===== src/rtl/link_pkt_tx_pkg.sv =====
// Shared definitions for the link packet transmitter and its matching receiver:
// FSM state encoding and header field placement.
package link_pkt_tx_pkg;

    typedef enum logic {
        ST_IDLE = 1'b0,
        ST_BODY = 1'b1
    } state_t;

    // Length field is LSB-aligned; destination is MSB-aligned in the header word.
    localparam int LEN_LSB = 0;

    function automatic int dst_lsb(input int word_w, input int dst_w);
        return word_w - dst_w;
    endfunction

endpackage


===== src/rtl/link_out_slot.sv =====
// Registered valid/stall output slot: holds one word, loads only when the
// downstream can take it (empty slot or word consumed this cycle).
module link_out_slot #(
    parameter int W = 33
) (
    input  logic         clk,
    input  logic         rst_n,
    input  logic         i_load,
    input  logic [W-1:0] i_data,
    input  logic         i_stall,
    output logic [W-1:0] o_data,
    output logic         o_valid,
    output logic         o_ready
);

    logic [W-1:0] r_data;
    logic         r_valid;
    logic         w_ready;

    assign w_ready = ~r_valid | ~i_stall;

    // NOTE: state registers use non-blocking assignments so every flop samples
    // pre-edge values, independent of process ordering.
    always_ff @(posedge clk or negedge rst_n) begin
        if (!rst_n) begin
            r_valid <= 1'b0;
            r_data  <= '0;
        end else if (w_ready) begin
            r_valid <= i_load;
            if (i_load) begin
                r_data <= i_data;
            end
        end
    end

    assign o_data  = r_data;
    assign o_valid = r_valid;
    assign o_ready = w_ready;

endmodule


===== src/rtl/link_pkt_tx.sv =====
// Packet transmitter: frames a request and its payload words into
// header + payload, flagging the final word with o_last.
import link_pkt_tx_pkg::*;

module link_pkt_tx #(
    parameter int N     = 32,
    parameter int DST_W = 8,
    parameter int LEN_W = 4
) (
    input  logic             clk,
    input  logic             rst_n,
    input  logic             i_req_valid,
    input  logic [DST_W-1:0] i_req_dst,
    input  logic [LEN_W-1:0] i_req_len,
    output logic             o_req_stall,
    input  logic [N-1:0]     i_pl_data,
    input  logic             i_pl_valid,
    output logic             o_pl_stall,
    output logic [N-1:0]     o_data,
    output logic             o_last,
    output logic             o_valid,
    input  logic             i_stall,
    output logic             o_busy
);

    localparam int DST_LSB = dst_lsb(N, DST_W);

    state_t           r_state;
    state_t           w_next_state;
    logic [LEN_W-1:0] r_cnt;
    logic [LEN_W-1:0] w_next_cnt;
    logic             w_load;
    logic [N:0]       w_slot_data;
    logic [N:0]       w_slot_q;
    logic             w_ready;
    logic [N-1:0]     w_hdr;

    link_out_slot #(
        .W (N + 1)
    ) u_slot (
        .clk     (clk),
        .rst_n   (rst_n),
        .i_load  (w_load),
        .i_data  (w_slot_data),
        .i_stall (i_stall),
        .o_data  (w_slot_q),
        .o_valid (o_valid),
        .o_ready (w_ready)
    );

    always_comb begin
        w_hdr = '0;
        w_hdr[DST_LSB +: DST_W] = i_req_dst;
        w_hdr[LEN_LSB +: LEN_W] = i_req_len;
    end

    always_ff @(posedge clk or negedge rst_n) begin
        if (!rst_n) begin
            r_state <= ST_IDLE;
            r_cnt   <= '0;
        end else begin
            r_state <= w_next_state;
            r_cnt   <= w_next_cnt;
        end
    end

    // NOTE: every output of this block gets a default first so no path can
    // leave a value unassigned and infer a latch.
    always_comb begin
        w_next_state = r_state;
        w_next_cnt   = r_cnt;
        w_load       = 1'b0;
        w_slot_data  = '0;
        o_req_stall  = 1'b1;
        o_pl_stall   = 1'b1;
        case (r_state)
            ST_IDLE: begin
                o_req_stall = ~w_ready;
                if (i_req_valid && w_ready) begin
                    w_load       = 1'b1;
                    w_slot_data  = {1'b0, w_hdr};
                    w_next_cnt   = i_req_len;
                    w_next_state = ST_BODY;
                end
            end
            ST_BODY: begin
                o_pl_stall = ~w_ready;
                if (i_pl_valid && w_ready) begin
                    w_load = 1'b1;
                    // Exit on the final word before the counter could pass zero.
                    if (r_cnt == '0) begin
                        w_slot_data  = {1'b1, i_pl_data};
                        w_next_state = ST_IDLE;
                    end else begin
                        w_slot_data = {1'b0, i_pl_data};
                        w_next_cnt  = r_cnt - LEN_W'(1);
                    end
                end
            end
            default: begin
                w_next_state = ST_IDLE;
            end
        endcase
    end

    assign o_data = w_slot_q[N-1:0];
    assign o_last = w_slot_q[N];
    assign o_busy = (r_state == ST_BODY) | o_valid;

endmodule


===== config.mk =====
export PLATFORM = sky130hd
export DESIGN_NAME = link_pkt_tx
export DESIGN_NICKNAME = d
export VERILOG_FILES = /design/src/rtl/link_pkt_tx_pkg.sv /design/src/rtl/link_out_slot.sv /design/src/rtl/link_pkt_tx.sv
export SDC_FILE = /design/constraint.sdc
export NUM_CORES = 1
export LEC_CHECK = 0
export ABC_CLOCK_PERIOD_IN_PS = 2600
export BUFFER_PORTS_ARGS = -buffer_cell sky130_fd_sc_hd__buf_2
export CAP_MARGIN = 20
export CORE_MARGIN = 2
export CORE_UTILIZATION = 45
export DETAILED_ROUTE_END_ITERATION = 7
export PLACE_DENSITY = 0.79
export SKIP_CTS_REPAIR_TIMING = 1
export SYNTH_ARGS = -nofsm -noshare
export SYNTH_HDL_FRONTEND = slang
export SYNTH_SLANG_ARGS = --single-unit

===== constraint.sdc =====
create_clock -name clk -period 2.6 [get_ports clk]
set_clock_uncertainty 0.2 [all_clocks]
set_input_delay 0.26 -clock clk [delete_from_list [all_inputs] [get_ports clk]]
set_output_delay 0.26 -clock clk [all_outputs]
set_load 0.02 [all_outputs]

==> flow_metrics.py, run 1 <==
metrics = {
    "yosys": {
        "syn_inst": 128,
        "synth-seq-cells": 39,
        "syn_nets": 179,
        "synth-simple-area-share": 0.0763,
        "muxShareOfSynthArea": 0.0114,
        "synth_xor_area_frac": 0.00499,
        "synth-warning-count": 0,
        "yosysUniqueCellTypes": 29,
        "seq_area_frac_synth": 0.556,
        "synth_compound_area_frac": 0.277,
        "yosys.area_share.adder": 0.0143,
        "synth_top_family_by_area": "compound AO/OA/AOI/OAI gates",
        "syn_area_per_cell_um2": 13.7,
        "synthesis.area_um2": 1750,
    },
    "power_and_ir_drop": {
        "p_switching_uw": 1160,
        "p_sw_frac": 0.412,
        "combinationalPowerShare": 0.478,
        "leakagePower_uw": 0.00128,
        "p_int_uw": 1650,
        "seq_power_share": 0.382,
        "irDropWorstVdd_mv": 0.662,
        "power_frac_clock": 0.140,
        "pwr_density_cell_nw_per_um2": 1220,
    },
    "floorplan": {
        "rows": 22,
        "die-area_um2": 4410,
        "die_h_um": 66.4,
        "boundaryPins": 86,
        "start_util": 0.472,
        "core-area_um2": 3720,
        "die_x_um": 66.4,
    },
    "global_routing": {
        "grt_overflow": 0,
        "antenna_found_initial": 0,
        "grt.busiest_layer": "met2",
        "gr-usage-met2": 0.300,
        "grt_pass1_vias": 1392,
        "grt_pass1_wl_um": 6140,
        "met1_usage": 0.234,
        "grt_max_degree": 40,
        "grt_use_total": 0.183,
        "grtUsageMet3": 0.0409,
    },
    "routing": {
        "route.detailed.drc": 0,
        "drt_iter0_markers": 63,
        "routed_via_density": 5.09,
        "wl_per_cell_um": 13.9,
        "antenna_left": 0,
        "num_vias": 1359,
        "drt_pass1_iterations": 4,
        "drt-total-wl_um": 3720,
    },
    "clock_network": {
        "h-tree-depth": 2,
        "path_clk_slew_ns": 0.08,
        "max-clock-path-buffers": 2,
        "worstSkewPairLatency_ns": 0.28,
        "cts_tree": "done",
        "cts.sinks": 39,
        "cts_buffers": 5,
        "cts_root_buffer": "clkbuf_8",
    },
    "layout": {
        "antenna_cells": 0,
        "drive_above_1_share": 0.553,
        "areaGrowthSynthToFinish_pct": 31.5,
        "fillerInstances": 346,
        "nNetsFinal": 269,
    },
    "sta": {
        "finalCritPeriodShare": 0.722,
        "hold_viol_final": 1,
        "rsz0062_at_grt": "false",
        "worst_slack_ns": 0.723,
        "min_period_ns": 1.88,
        "maxSlewHeadroom": 0.447,
        "setup_viol": 0,
        "tightest_slew_ns": 0.830,
        "setup_tns_ns": 0,
        "drv_slew": 0,
        "hold_ws_ns": -0.00136,
        "max_freq_ghz": 0.533,
    },
    "place": {
        "port_buffers": 85,
        "dpl.hpwl_um": 2720,
        "gp_congestion": 0.847,
        "place_ws_ns": 0.723,
    },
    "critical_path": {
        "critPathCaptureType": "register",
        "critical_path_class": "reg -> reg",
        "required_ns": 2.62,
        "crit_arrival_ns": 1.90,
        "start_kind": "register",
        "path_max_fanout": 18,
    },
    "run_status": {
        "violations": "negative hold slack",
        "status": "finished, violations left",
    },
    "min_path": {
        "hp-class": "in -> reg",
    },
    "job": {
        "maxCapViolCount": 0,
    },
}
## synth_stat cells (all sizes together)
cell type / number / area, um^2
nor3b: 1 / 12.5
mux2i: 2 / 20.0
dfrtp: 39 / 976
nand2b: 1 / 6.26
nand3: 2 / 10.0
o21ai: 2 / 10.0
a221o: 1 / 10.0
o32ai: 1 / 27.5
buf: 7 / 76.3
nor2: 5 / 58.8
nand2: 5 / 21.3
inv: 4 / 15.0
a21o: 13 / 105
nor3: 2 / 10.0
or2: 1 / 6.26
a21oi: 4 / 23.8
and2: 1 / 8.76
ha: 2 / 25.0
clkbuf: 1 / 13.8
xnor2: 1 / 8.76
a22o: 33 / 309
## layer usage
metal / routed length (um) / part of all wire
met5: 0 / 0
met4: 52 / 0.014
met3: 223 / 0.060
met2: 1740 / 0.47
met1: 1700 / 0.46
## sequential cells by signal (all words and copies together), names as in the netlist
name	flops
u_slot.o_valid	1
r_state	1
r_cnt	4
u_slot.o_data	33
## worst max-delay path: stages, from the launching register on
cell     delay (ns)
dfrtp_1        0.59
a21o_4         0.20
nor2_8         0.07
nor2_4         0.42
buf_12         0.21
a22o_1         0.13
## cells in the final DEF, fill, tap and decap left out
| cell | n |
|---|---|
| nor2_1 | 2 |
| nand2_1 | 4 |
| nand2_2 | 1 |
| clkbuf_8 | 5 |
| ha_1 | 2 |
| nor3b_2 | 1 |
| or2_2 | 1 |
| a21oi_2 | 1 |
| a21oi_1 | 3 |
| clkinv_2 | 1 |
| a21o_4 | 1 |
| dlygate4sd3_1 | 4 |
| nand2b_1 | 1 |
| clkinvlp_4 | 2 |
| a22o_2 | 16 |
| a22o_1 | 17 |
| a21o_1 | 12 |
| o32ai_4 | 1 |
| buf_2 | 85 |
| buf_12 | 1 |
| nor2_4 | 1 |
| o21ai_0 | 2 |
| nor3_1 | 2 |
| buf_4 | 1 |
| xnor2_1 | 1 |
| dfrtp_1 | 39 |
| inv_1 | 4 |
| a221o_1 | 1 |
| nor2_8 | 2 |
| mux2i_1 | 2 |
| nand3_1 | 2 |
| and2_4 | 1 |
## worst paths after layout
check                      depth (start not counted)                end              from  slack (ns)
min in group asynchronous                          2  u_slot.o_data[23]             rst_n        0.41
max in group asynchronous                          2  u_slot.o_data[22]             rst_n        1.27
hold / removal                                     2   u_slot.o_data[8]      i_pl_data[8]      -0.001
hold reg to reg                                    1   u_slot.o_data[3]  u_slot.o_data[3]        0.28
setup reg to reg                                   5  u_slot.o_data[12]           r_state        0.72
setup / recovery                                   5  u_slot.o_data[12]           r_state        0.72
## through the flow
stage / cells / total power, uW / hold WS [ns] / utilization / area [um^2]
global placement: 255 / 2400 / 0.203 / 0.586 / 2180
CTS: 263 / 2830 / -0.0960 / 0.610 / 2270
finish: 267 / 2800 / -0.00136 / 0.621 / 2310
global route: 267 / 3010 / -0.00558 / 0.621 / 2310
detailed placement: 255 / 2430 / 0.211 / 0.586 / 2180
floorplan: 128 / 2030 / -0.236 / - / 1750
## layout make-up
| class | count | area, um^2 | share of cell area |
|---|---|---|---|
| inverter | 4 | 15.0 | 0.00651 |
| clock buffer | 5 | 68.8 | 0.0298 |
| tap | 48 | 60.1 | 0.0260 |
| clock inverter | 3 | 20.0 | 0.00868 |
| sequential | 39 | 976 | 0.423 |
| multi-input combinational | 77 | 673 | 0.292 |
| timing repair buffer | 91 | 493 | 0.214 |
## cells by family after synthesis
logic type / Yosys count
AOI/OAI and AO/OA: 54
xor gates and xnor gates: 1
adders and majority gates: 2
buffers and inverters: 12
DFF: 39
muxes: 2
and+or+nand+nor: 18
## power by group through the flow
stage	logic, uW	registers (uW)	clock network (uW)
3_3_place_gp	1320	1080	0
3_5_place_dp	1350	1080	0
6_report	1340	1070	393
5_1_grt	1460	1110	435
4_1_cts	1350	1070	407
2_1_floorplan	671	1360	0
(Power assumes the default switching activity.)
==> run 2: changes to the inputs <==
- ABC_CLOCK_PERIOD_IN_PS: 2600 -> 1940
- clock period: 2.6 -> 1.94 ns (I/O delays scaled with it)
==> flow_metrics.py, run 2 (synthesis gave the netlist of run 1 again) <==
metrics = {
    "run_status": {
        "status": "finished, violations left",
        "violations": "negative hold slack",
    },
    "clock_network": {
        "path_clk_slew_ns": 0.07,
        "cts_buffers": 5,
        "h-tree-depth": 2,
        "cts_tree": "done",
        "worstSkewPairLatency_ns": 0.28,
        "max-clock-path-buffers": 2,
        "cts_root_buffer": "clkbuf_8",
        "cts.sinks": 39,
    },
    "floorplan": {
        "start_util": 0.472,
        "rows": 22,
        "die-area_um2": 4410,
        "die_h_um": 66.4,
        "core-area_um2": 3720,
        "die_x_um": 66.4,
        "boundaryPins": 86,
    },
    "power_and_ir_drop": {
        "irDropWorstVdd_mv": 0.752,
        "power_frac_clock": 0.169,
        "seq_power_share": 0.357,
        "combinationalPowerShare": 0.474,
        "leakagePower_uw": 0.00140,
        "p_switching_uw": 1570,
        "p_sw_frac": 0.394,
        "p_int_uw": 2420,
        "pwr_density_cell_nw_per_um2": 1550,
    },
    "sta": {
        "hold_viol_final": 1,
        "rsz0062_at_grt": "false",
        "max_freq_ghz": 0.581,
        "drv_slew": 0,
        "hold_ws_ns": -0.0000878,
        "setup_viol": 0,
        "setup_tns_ns": 0,
        "min_period_ns": 1.72,
        "finalCritPeriodShare": 0.887,
        "maxSlewHeadroom": 0.654,
        "tightest_slew_ns": 0.519,
    },
    "critical_path": {
        "path_max_fanout": 7,
        "required_ns": 1.93,
        "crit_arrival_ns": 1.71,
        "crit_slowest_cell": "dfrtp_1",
        "crit_chain": "inv_1 -> ha_1 -> nor3b_2 -> o32ai_4 -> nor2_1 -> a21oi_1",
        "max_stage_delay_ns": 0.38,
        "critPathCaptureType": "register",
        "critical_path_class": "reg -> reg",
        "start_kind": "register",
        "r2r_slack_ns": 0.22,
    },
    "layout": {
        "fillerInstances": 300,
        "drive_above_1_share": 0.518,
        "fin_area_um2": 2570,
        "largest_register_ffs": 33,
        "nNetsFinal": 295,
        "final_cell_mix": "85 x buf_2, 39 x dfrtp_1, 24 x dlygate4sd3_1, 17 x a22o_1, 16 x a22o_2",
        "antenna_cells": 0,
        "fin_cells": 293,
        "layout_commonest_cell": "buf_2",
        "areaGrowthSynthToFinish_pct": 46.4,
        "post-route-util": 0.691,
    },
    "global_routing": {
        "grt_pass1_vias": 1318,
        "antenna_found_initial": 0,
        "grt_max_degree": 25,
        "grt_use_total": 0.178,
        "grt_pass1_wl_um": 5930,
        "grt_overflow": 0,
    },
    "place": {
        "place_inst": 261,
        "port_buffers": 85,
        "placed_area_um2": 2210,
        "dpl.hpwl_um": 2930,
        "gp_congestion": 0.719,
    },
    "routing": {
        "routed_via_density": 5.04,
        "drt_iter0_markers": 57,
        "antenna_left": 0,
        "num_vias": 1476,
        "drt_pass1_iterations": 4,
        "route.detailed.drc": 0,
        "drt-total-wl_um": 4360,
        "wl_per_cell_um": 14.9,
    },
    "min_path": {
        "hp-class": "in -> reg",
    },
    "job": {
        "maxCapViolCount": 0,
    },
}
-- run 2: power by group through the flow --
stage          clock network, uW  registers (uW)  logic (uW)
2_1_floorplan                  0            1830         899
3_3_place_gp                   0            1430        1810
3_5_place_dp                   0            1430        1850
4_1_cts                      696            1420        1850
5_1_grt                      737            1470        2040
6_report                     676            1420        1890
-- run 2: final timing paths --
kind                                  startpoint                 to  depth (start not counted)
min in group asynchronous                  rst_n  u_slot.o_data[18]                          2
worst max register to register          r_cnt[0]           r_cnt[0]                          6
worst min-delay path                     i_stall     u_slot.o_valid                          3
max in group asynchronous                  rst_n   u_slot.o_data[4]                          3
worst min register to register  u_slot.o_data[0]   u_slot.o_data[0]                          1
worst max-delay path                    r_cnt[0]           r_cnt[0]                          6
-- run 2: per-stage QoR --
step           power (uW)  setup WS (ns)  hold WS (ns)
4_1_cts              3970          0.198        -0.307
3_5_place_dp         3280          0.218      0.000487
3_3_place_gp         3230          0.279      0.000825
5_1_grt              4250         0.0530      0.000864
6_report             3990          0.220    -0.0000878
2_1_floorplan        2730          0.322        -0.302
-- run 2: cell type report --
class / instances / area, um^2 / area share
inverters: 4 / 15.0 / 0.00585
clock buffers: 6 / 82.6 / 0.0322
well taps: 48 / 60.1 / 0.0234
clock inverters: 2 / 35.0 / 0.0136
multi-input cells: 77 / 673 / 0.262
repair buffers: 117 / 726 / 0.283
flip-flops and latches: 39 / 976 / 0.380
-- run 2: critical path: cells and delay by family (launching register included) --
family | cells | cell delay [ns]
buffers and inverters | 1 | 0.09
flip-flops | 1 | 0.38
adder cells (fa/ha/maj) | 1 | 0.19
AND/OR/NAND/NOR | 2 | 0.26
AO/OA/AOI/OAI | 2 | 0.53
-- run 2: per-layer routing --
metal	up-vias	track usage	wire [um]
met3	6	0.0426	260
met4	0	0.0740	77
met5	-	0	0
li1	708	-	-
met1	695	0.220	1770
met2	67	0.296	2260
